`src/rtl/estagio_operandos_ula.sv`:
```
// Operand-fetch stage: register file read, reg/imm mux for operand 2, one output register set for the ALU.
// Latency: 1 cycle from accept to out_valid; throughput 1/cycle while out_ready stays high.
// Backpressure: in_ready = !out_valid | out_ready; a stall holds every output bit-stable.
// Optional feature macro: OPERANDOS_BYPASS_EN (write-through forwarding of a same-cycle writeback).
module estagio_operandos_ula #(
  parameter int DATA_W   = 8,
  parameter int NUM_REGS = 8,
  parameter int ADDR_W   = 3
) (
  input  logic              clock,
  input  logic              reset_n,
  // instruction from decode
  input  logic              in_valid,
  output logic              in_ready,
  input  logic [ADDR_W-1:0] rs1,
  input  logic [ADDR_W-1:0] rs2,
  input  logic [DATA_W-1:0] imediato,
  input  logic              usa_imediato,
  input  logic [2:0]        op_in,
  input  logic [ADDR_W-1:0] rd_in,
  // operands to the ALU
  output logic              out_valid,
  input  logic              out_ready,
  output logic [DATA_W-1:0] entrada1,
  output logic [DATA_W-1:0] entrada2,
  output logic [2:0]        sinal_ula,
  output logic [ADDR_W-1:0] rd_out,
  // writeback from the ALU
  input  logic              escreve_reg,
  input  logic [ADDR_W-1:0] reg_escrita,
  input  logic [DATA_W-1:0] dado_escrita
);

  // Register 0 has no storage: it is the constant zero, so the array starts at index 1.
  // NUM_REGS must not exceed 2**ADDR_W, otherwise the upper registers are unreachable.
  logic [DATA_W-1:0] banco [1:NUM_REGS-1];

  logic [DATA_W-1:0] leitura1;
  logic [DATA_W-1:0] leitura2;
  logic [DATA_W-1:0] operando1;
  logic [DATA_W-1:0] operando2;
  logic              escrita_valida;
  logic              aceita;

  // Handshake: the output register can take a new instruction when empty or being drained.
  assign in_ready = !out_valid || out_ready;
  assign aceita   = in_valid && in_ready;

  // Writeback qualifier: only indices 1..NUM_REGS-1 are real registers.
  always_comb begin
    escrita_valida = 1'b0;
    for (int i = 1; i < NUM_REGS; i++) begin
      if (reg_escrita == ADDR_W'(i)) escrita_valida = escreve_reg;
    end
  end

  // Source reads: index 0 and indices past the register count fall through to zero.
  always_comb begin
    leitura1 = '0;
    leitura2 = '0;
    for (int i = 1; i < NUM_REGS; i++) begin
      if (rs1 == ADDR_W'(i)) leitura1 = banco[i];
      if (rs2 == ADDR_W'(i)) leitura2 = banco[i];
    end
  end

`ifdef OPERANDOS_BYPASS_EN
  // Forwarding: a writeback landing on the same edge as the accept is captured directly.
  always_comb begin
    operando1 = leitura1;
    operando2 = leitura2;
    if (escrita_valida && (reg_escrita == rs1)) operando1 = dado_escrita;
    if (escrita_valida && (reg_escrita == rs2)) operando2 = dado_escrita;
    if (usa_imediato) operando2 = imediato;
  end
`else
  // No forwarding: the pre-write register value is captured; the new one shows next accept.
  always_comb begin
    operando1 = leitura1;
    operando2 = usa_imediato ? imediato : leitura2;
  end
`endif

  // Register file write port; writes continue regardless of the output handshake.
  always_ff @(posedge clock or negedge reset_n) begin
    if (!reset_n) begin
      for (int i = 1; i < NUM_REGS; i++) banco[i] <= '0;
    end else begin
      for (int i = 1; i < NUM_REGS; i++) begin
        if (escrita_valida && (reg_escrita == ADDR_W'(i))) banco[i] <= dado_escrita;
      end
    end
  end

  // Output register: load on accept, clear valid on drain, otherwise hold every bit.
  always_ff @(posedge clock or negedge reset_n) begin
    if (!reset_n) begin
      out_valid <= 1'b0;
      entrada1  <= '0;
      entrada2  <= '0;
      sinal_ula <= 3'b000;
      rd_out    <= '0;
    end else if (aceita) begin
      out_valid <= 1'b1;
      entrada1  <= operando1;
      entrada2  <= operando2;
      sinal_ula <= op_in;
      rd_out    <= rd_in;
    end else if (out_ready) begin
      out_valid <= 1'b0;
    end
  end

endmodule

```
`config.mk`:
```
export PLATFORM = sky130hd
export DESIGN_NAME = estagio_operandos_ula
export DESIGN_NICKNAME = d
export VERILOG_FILES = /design/src/rtl/estagio_operandos_ula.sv
export SDC_FILE = /design/constraint.sdc
export NUM_CORES = 1
export LEC_CHECK = 0
export ABC_CLOCK_PERIOD_IN_PS = 1700
export BUFFER_PORTS_ARGS = -buffer_cell sky130_fd_sc_hd__buf_2
export CAP_MARGIN = 10
export CELL_PAD_IN_SITES_DETAIL_PLACEMENT = 0
export CELL_PAD_IN_SITES_GLOBAL_PLACEMENT = 1
export CORE_ASPECT_RATIO = 0.6
export CORE_MARGIN = 5
export CORE_UTILIZATION = 44
export CTS_CLUSTER_SIZE = 20
export DETAILED_ROUTE_END_ITERATION = 8
export GPL_TIMING_DRIVEN = 1
export MAX_ROUTING_LAYER = met4
export PLACE_DENSITY_LB_ADDON = 0.1
export SLEW_MARGIN = 40
export SYNTH_ARGS = -nofsm -noshare
export SYNTH_HDL_FRONTEND = slang
export SYNTH_SLANG_ARGS = --single-unit
export TNS_END_PERCENT = 10
```
`constraint.sdc`:
```
create_clock -name clock -period 1.7 [get_ports clock]
set_input_delay 0 -clock clock [delete_from_list [all_inputs] [get_ports clock]]
set_output_delay 0 -clock clock [all_outputs]
set_load 0.01 [all_outputs]
```
==> flow_summary.json, run 1 <==
{
  "setup_tns_ns": 0,
  "antenna_found_initial": 0,
  "start_util_pct": 44.9,
  "viasPerCell": 5.53,
  "clk_pin_slew_worst_paths_ns": 0.06,
  "min_period_over_period_pct": 84.9,
  "yosysWarnings": 0,
  "rsz0062_at_grt": "false",
  "antenna_left": 0,
  "critical_path_class": "flip-flop to flip-flop",
  "max_slew_margin_pct": 63.2,
  "clk-insertion-delay-late_ns": 0.34,
  "arrival_ns": 1.70,
  "p_total_mw": 5.80,
  "dr.pass1.iters": 4,
  "clock-sinks": 79,
  "min_path_type": "input pin to flip-flop",
  "end_kind": "flip-flop",
  "final_cell_mix": "dfrtp_1, mux2_2, buf_2",
  "htree_levels": 3,
  "grt_pass1_vias": 3280,
  "hold_viol_final": 0,
  "grt_max_degree": 62,
  "gr-usage-met2_pct": 31.2,
  "cap_violations": 0,
  "synth_edf_count": 0,
  "route.detailed.drc": 0,
  "die_width_um": 135,
  "synth_area_um2": 4110,
  "synth.area.top_cells": "dfrtp_1, mux2_2, mux4_2",
  "cts_tree": "built",
  "fmax_mhz": 693,
  "synth_fp_nets": 396,
  "powerDensity_nw_per_um2": 1130,
  "areaGrowthSynthToFinish_pct": 24.6,
  "grt_util_all_layers_pct": 21.0,
  "grt_overflow": 0,
  "skew_ns": 0.00741,
  "grt-busiest-layer": "met2",
  "ys_seq_elements": 79,
  "synth_top_cell_area_share_pct": 48.1,
  "syn_inst": 359,
  "setup_viol": 0,
  "ir_drop_mv": 0.503,
  "ys_types": 42,
  "start_kind": "flip-flop",
  "dp_hpwl_mm": 7.60,
  "drtIter0Drc": 208,
  "gp_congestion": 0.815,
  "io_pins": 61,
  "pre_cts_ws_ns": 0.220,
  "grtUsageMet3_pct": 5.69,
  "drt-total-wl_mm": 11.0,
  "synth_flop_cell": "dfrtp_1",
  "fin_ws_ns": 0.257,
  "diodes": 0,
  "hold_slack_ns": 0.0225,
  "vias": 3189,
  "rows": 27,
  "fin_util_pct": 56.0,
  "async_reset_ff_share_pct": 100,
  "nNetsFinal": 480,
  "core_area_um2": 9160,
  "grt_pass1_wl_mm": 17.9,
  "cts_setup_buffers": 0,
  "drv_slew": 0,
  "portBuffers": 60,
  "cts_made_buffers": 9,
  "drive_gt1_share_pct": 37.6,
  "cts_buffer_depth": 2,
  "cts_root_buffer": "clkbuf_16",
  "mostFrequentLayoutCell": "dfrtp_1",
  "seq_area_frac_synth_pct": 48.1,
  "fp.dieH_um": 84.9,
  "synth_area_per_cell_um2": 11.5,
  "required_ns": 1.95,
  "wl_per_cell_um": 19.0,
  "leakagePower_nw": 2.26,
  "use_met1_pct": 28.2,
  "outcome": "complete, no violations",
  "crit_path_max_fanout": 11,
  "synth_top_cell_by_area": "dfrtp_1",
  "dieArea_um2": 11400,
  "reg2reg_slack_ns": 0.26,
  "tightest_slew_ns": 0.552,
  "min_period_ns": 1.44
}
cells in the mapped netlist, types with 4 or more instances:
cell type	count
mux4_2	7
buf_4	5
o221ai_1	4
nor2b_1	12
buf_2	11
nand4b_1	6
dfrtp_1	79
a221oi_1	9
a21oi_1	11
o21ai_0	7
o22ai_1	4
mux2_2	63
nand2_1	34
a221o_1	4
nor3b_1	4
nor2_1	19
inv_1	8
nand2b_1	6
o31ai_1	11
clkbuf_1	9
and3_1	6
cell type report:
class                           instances  area, µm²
Tap cell                              130        163
Timing Repair Buffer                   99        663
Inverter                                8       30.0
Clock inverter                          4       70.1
Fill cell                             811       4030
Multi-Input combinational cell        246       1980
Sequential cell                        79       1980
Clock buffer                           11        243
path summary, 6_finish.rpt:
check,startpoint,endpoint,depth (start not counted)
setup / recovery,out_valid,entrada2[6],5
hold / removal,imediato[7],entrada2[7],3
setup reg to reg,out_valid,entrada2[6],5
min in group asynchronous,reset_n,banco[49],2
hold reg to reg,rd_out[0],rd_out[0],2
max in group asynchronous,reset_n,banco[50],3
through the flow:
step                instances  area [µm²]
global placement          540        4590
floorplan                 359        4110
global route              577        5130
detailed placement        540        4590
finish                    577        5130
CTS                       577        5130
cell families after synthesis:
kind of cell,synth area share (%)
AND/OR/NAND/NOR,13.7
flip-flops,48.1
multiplexers,22.5
AO/OA/AOI/OAI,11.6
buffers and inverters,4.08
flip-flops by register name, summed over array words and instances (netlist names):
register and flops:
banco 56, entrada1 8, entrada2 8, rd_out 3, sinal_ula 3, out_valid 1
critical path: stages, from the launching register on:
cell      delay (ns)
dfrtp_1         0.37
nand2b_1        0.16
and2_1          0.44
buf_4           0.23
nor2_1          0.04
o22ai_1         0.11
timing repair:
item / 4_1_cts / 5_1_grt
gates resized for setup: 0 / 0
hold endpoints to repair: 143 / 0
hold buffers: 22 / 0
report_power, final:
part	internal (mW)	switching (mW)	leakage [nW]
registers	2.27	0.288	0.952
logic	0.664	0.531	1.16
clock network	1.31	0.739	0.155
total	4.24	1.56	2.26
layer usage:
| metal | vias to the layer above | wire length, µm |
|---|---|---|
| met4 | 0 | 133 |
| li1 | 1494 | - |
| met2 | 96 | 5050 |
| met5 | - | 0 |
| met3 | 14 | 736 |
| met1 | 1585 | 5040 |
Power figures use the tool's default switching activity.
==> run 2, diff against run 1 <==
--- a/config.mk
+++ b/config.mk
@@ -5,7 +5,7 @@
 export SDC_FILE = /design/constraint.sdc
 export NUM_CORES = 1
 export LEC_CHECK = 0
-export ABC_CLOCK_PERIOD_IN_PS = 1700
+export ABC_CLOCK_PERIOD_IN_PS = 1400
 export BUFFER_PORTS_ARGS = -buffer_cell sky130_fd_sc_hd__buf_2
 export CAP_MARGIN = 10
 export CELL_PAD_IN_SITES_DETAIL_PLACEMENT = 0
==> constraint.sdc (replaced) <==
create_clock -name clock -period 1.4 [get_ports clock]
set_input_delay 0 -clock clock [delete_from_list [all_inputs] [get_ports clock]]
set_output_delay 0 -clock clock [all_outputs]
set_load 0.01 [all_outputs]
==> run 2 against run 1 <==
Against the previous run:
- routed wire length rose by 6.0%
- clock skew fell by 0.0029 ns
- critical path depth fell by 1
- final cell count increased by 2.9%
- worst hold slack lost 0.022 ns
- critical endpoint is now entrada2[7]
- sequential cell count did not move
==> flow_summary.json, run 2 (synthesized netlist as in run 1, its figures left out) <==
{
  "final_cell_mix": "dfrtp_1, mux2_2, buf_2",
  "drtIter0Drc": 221,
  "route.detailed.drc": 0,
  "top_regs": "banco x56, entrada1 x8, entrada2 x8",
  "cts_tree": "built",
  "ir_drop_mv": 0.709,
  "required_ns": 1.62,
  "powerDensity_nw_per_um2": 1310,
  "top_register": "banco",
  "antenna_found_initial": 0,
  "fin_ws_ns": 0.0347,
  "drt-total-wl_mm": 11.6,
  "outcome": "complete, no violations",
  "skew_ns": 0.00453,
  "post-place-cells": 556,
  "grt_util_all_layers_pct": 22.1,
  "largest_reg_flops": 56,
  "start_util_pct": 44.9,
  "hold_viol_final": 0,
  "dp_hpwl_mm": 7.95,
  "drv_slew": 0,
  "nNetsFinal": 496,
  "cpLargestDelayFamily": "compound AO/OA/AOI/OAI gates",
  "grt_pass1_wl_mm": 18.8,
  "crit_path_top_delay_cell": "dfrtp_1",
  "areaGrowthSynthToFinish_pct": 29.9,
  "tightest_slew_ns": 0.450,
  "viasPerCell": 5.61,
  "clk-insertion-delay-late_ns": 0.34,
  "diodes": 0,
  "grt_max_degree": 36,
  "die_width_um": 135,
  "grt_pass1_vias": 3401,
  "leakagePower_nw": 2.38,
  "clk_pin_slew_worst_paths_ns": 0.06,
  "rsz0062_at_grt": "true",
  "start_kind": "flip-flop",
  "end_kind": "flip-flop",
  "vias": 3334,
  "wl_per_cell_um": 19.5,
  "setup_viol": 0,
  "drive_gt1_share_pct": 42.0,
  "min_period_ns": 1.37,
  "dieArea_um2": 11400,
  "crit_buf_inv": 0,
  "rows": 27,
  "min_period_over_period_pct": 97.5,
  "mostFrequentLayoutCell": "dfrtp_1",
  "core_area_um2": 9160,
  "critical_path_class": "flip-flop to flip-flop",
  "fmax_mhz": 732,
  "setup_tns_ns": 0,
  "pre_cts_ws_ns": -0.0251,
  "cts_root_buffer": "clkbuf_16",
  "reg2reg_slack_ns": 0.03,
  "antenna_left": 0,
  "htree_levels": 3,
  "fp.dieH_um": 84.9,
  "p_total_mw": 6.99,
  "min_path_type": "input pin to flip-flop",
  "grt_overflow": 0,
  "portBuffers": 60,
  "crit_path_max_fanout": 3,
  "gp_congestion": 0.816,
  "io_pins": 61,
  "fin_util_pct": 58.4,
  "cts_made_buffers": 9,
  "slowest_delay_ns": 0.39,
  "max_slew_margin_pct": 70.0,
  "dr.pass1.iters": 4,
  "clock-sinks": 79,
  "cap_violations": 0,
  "worstPathCellList": "mux2_2 > a221o_1 > a221oi_2 > nor3_1",
  "stdcell_count": 594,
  "arrival_ns": 1.59,
  "cts_buffer_depth": 2
}
-- run 2: cell types whose count changed in the layout (fill, tap and decap cells not counted), sizes merged --
cell    change
buf        +16
clkinv      +1
clkbuf      +2
bufinv      -2
-- run 2: worst paths after layout --
kind / from / end / cells past startpoint
worst min register to register: sinal_ula[2] / sinal_ula[2] / 2
worst max register to register: banco[55] / entrada2[7] / 4
max in group asynchronous: reset_n / banco[29] / 3
worst min-delay path: imediato[2] / entrada2[2] / 3
worst max-delay path: banco[55] / entrada2[7] / 4
min in group asynchronous: reset_n / banco[31] / 2
-- run 2: layout make-up --
class / count / area, µm²
Fill cell: 798 / 3810
Multi-Input combinational cell: 246 / 2030
Sequential cell: 79 / 1980
Timing Repair Buffer: 115 / 846
Clock buffer: 13 / 280
Tap cell: 130 / 163
Inverter: 8 / 30.0
Clock inverter: 3 / 15.0
-- run 2: timing repair --
item / 4_1_cts / 5_1_grt
gates resized for setup: 4 / 9
hold buffers: 20 / 2
hold endpoints to repair: 144 / 2
setup endpoints to repair: 6 / 6
pin swaps: 1 / 1
buffers inserted: 0 / 0
-- run 2: metal layers --
layer	part of all wire (%)	wire (µm)	up-vias	global-route usage, %
li1	-	-	1531	-
met1	48	5570	1708	30.5
met2	46	5350	80	33.1
met3	4.7	547	15	5.98
met4	1.2	137	0	4.07
met5	0	0	-	-
-- run 2: report_power, final --
group | internal (mW) | switching, mW
Sequential | 2.75 | 0.355
Combinational | 0.881 | 0.688
Clock | 1.39 | 0.922
Total | 5.02 | 1.96
-- run 2: tightest hold or removal path: stages --
cell and delay, ns:
buf_2 0.08, nor3b_1 0.04, a211oi_1 0.16
-- run 2: stage by stage --
stage          area, µm²  hold slack, ns
5_1_grt             5340         0.00779
6_report            5340        0.000573
2_1_floorplan       4120          -0.296
4_1_cts             5290         0.00264
3_5_place_dp        4780         -0.0355
3_3_place_gp        4780         -0.0403
==> run 3, diff against run 2 <==
--- a/config.mk
+++ b/config.mk
@@ -10,7 +10,6 @@
 export CAP_MARGIN = 10
 export CELL_PAD_IN_SITES_DETAIL_PLACEMENT = 0
 export CELL_PAD_IN_SITES_GLOBAL_PLACEMENT = 1
-export CORE_ASPECT_RATIO = 0.6
 export CORE_MARGIN = 5
 export CORE_UTILIZATION = 44
 export CTS_CLUSTER_SIZE = 20
==> run 3 against run 2 <==
Against the previous run:
- die area fell by 0.55%
- combinational power barely moved
- cell area decreased by 2.7%
- count of clock-buffer cells in the layout decreased by 3
- register-to-register slack about the same
- maximum frequency grew 0.45%
- largest cell class unchanged
- largest power group unchanged
- highest routed layer unchanged
==> flow_summary.json, run 3 (synthesized netlist as in run 1, its figures left out) <==
{
  "outcome": "complete, no violations",
  "wl_per_cell_um": 19.7,
  "areaGrowthSynthToFinish_pct": 26.4,
  "core_area_um2": 9200,
  "holdPathEnd": "entrada2[3]",
  "setup_viol": 0,
  "grt_max_degree": 31,
  "mostFrequentLayoutCell": "dfrtp_1",
  "cts_root_buffer": "clkbuf_8",
  "nNetsFinal": 498,
  "antenna_left": 0,
  "grt_pass1_vias": 3253,
  "powerDensity_nw_per_um2": 1290,
  "skew_ns": 0.0131,
  "hold_slack_ns": 0.0220,
  "cts_made_buffers": 9,
  "route.detailed.drc": 0,
  "final_cell_mix": "dfrtp_1, mux2_2, buf_2",
  "clk-insertion-delay-late_ns": 0.35,
  "cts_tree": "built",
  "gp_congestion": 0.790,
  "cap_violations": 0,
  "max_slew_margin_pct": 72.4,
  "dp_hpwl_mm": 8.01,
  "required_ns": 1.63,
  "portBuffers": 60,
  "rows": 35,
  "grt_pass1_wl_mm": 18.1,
  "reg2reg_slack_ns": 0.04,
  "min_period_over_period_pct": 97.1,
  "vias": 3230,
  "min_path_type": "input pin to flip-flop",
  "rsz0062_at_grt": "true",
  "die_width_um": 107,
  "fin_util_pct": 56.6,
  "min_from": "imediato[3]",
  "fp.dieH_um": 107,
  "dr.pass1.iters": 4,
  "drtIter0Drc": 118,
  "antenna_found_initial": 0,
  "largest_reg_flops": 56,
  "viasPerCell": 5.62,
  "dieArea_um2": 11400,
  "p_total_mw": 6.70,
  "clk_pin_slew_worst_paths_ns": 0.08,
  "leakagePower_nw": 2.33,
  "worstReg2RegEnd": "entrada2[7]",
  "fmax_mhz": 736,
  "critical_path_class": "flip-flop to flip-flop",
  "drt-total-wl_mm": 11.3,
  "arrival_ns": 1.59,
  "io_pins": 61,
  "start_kind": "flip-flop",
  "diodes": 0,
  "min_period_ns": 1.36,
  "setup_tns_ns": 0,
  "grt_util_all_layers_pct": 21.5,
  "stdcell_count": 575,
  "rr_startpoint": "banco[55]",
  "ir_drop_mv": 0.864,
  "top_regs": "banco x56, entrada1 x8, entrada2 x8",
  "top_register": "banco",
  "rr_worst_depth": 4,
  "tightest_slew_ns": 0.414,
  "cts_buffer_depth": 2,
  "grt_overflow": 0,
  "end_kind": "flip-flop",
  "crit_path_max_fanout": 3,
  "htree_levels": 3,
  "drive_gt1_share_pct": 41.2,
  "post-place-cells": 537,
  "clock-sinks": 79,
  "hold_viol_final": 0,
  "hold_path_depth": 3,
  "drv_slew": 0,
  "start_util_pct": 44.7
}
==> run 3: cell count changes in the layout (fill, tap and decap cells not counted), sizes merged <==
cell | before | now
bufinv | 0 | 3
clkbuf | 13 | 10
buf | 93 | 95
clkinv | 3 | 1
==> run 3: where the power goes <==
group | total (mW) | switching, mW | internal [mW] | leakage (nW)
Sequential | 3.10 | 0.350 | 2.75 | 0.952
Clock | 2.03 | 0.822 | 1.21 | 0.118
Combinational | 1.57 | 0.682 | 0.883 | 1.26
Total | 6.70 | 1.85 | 4.84 | 2.33
==> run 3: how the worst max path moves through the flow <==
stage / from / endpoint / cells past startpoint
global placement: out_valid / entrada2[1] / 4
detailed placement: out_valid / entrada2[1] / 4
finish: banco[55] / entrada2[7] / 4
floorplan: out_valid / entrada2[1] / 6
CTS: banco[55] / entrada2[7] / 4
global route: out_valid / entrada2[2] / 5
==> run 3: worst max-delay path, cell delays in order, from the launching register on <==
cell,delay [ns]
dfrtp_1,0.39
mux2_2,0.26
a221o_1,0.30
a221oi_2,0.22
nor3_1,0.07
==> run 3: final cells by class <==
class,count,area (µm²)
inverter,8,30.0
clock buffer,10,138
sequential,79,1980
multi-input combinational,246,2010
fill,819,4000
tap,111,139
clock inverter,4,95.1
timing repair buffer,117,811
==> run 3: stage by stage <==
| stage | instance area, µm² | setup WS [ns] |
|---|---|---|
| after floorplan | 4120 | -0.00921 |
| after global placement | 4700 | 0.0241 |
| after detailed placement | 4700 | -0.0239 |
| after CTS | 5160 | -0.00223 |
| after global routing | 5200 | -0.0356 |
| final | 5200 | 0.0408 |
==> run 3: routing by layer <==
| metal | up-vias | GRT usage (%) | wire, µm |
|---|---|---|---|
| met2 | 98 | 31.7 | 4890 |
| met4 | 0 | 6.30 | 164 |
| met1 | 1587 | 30.9 | 5630 |
| li1 | 1529 | - | - |
| met3 | 16 | 3.19 | 645 |
| met5 | - | - | 0 |
==> run 3: timing repair <==
action / in CTS / in global routing
endpoints found under the hold margin: 143 / 0
hold buffers: 22 / 0
buffers inserted: 0 / 2
pin swaps: 0 / 4
setup endpoints to repair: 4 / 8
gates resized for setup: 1 / 6
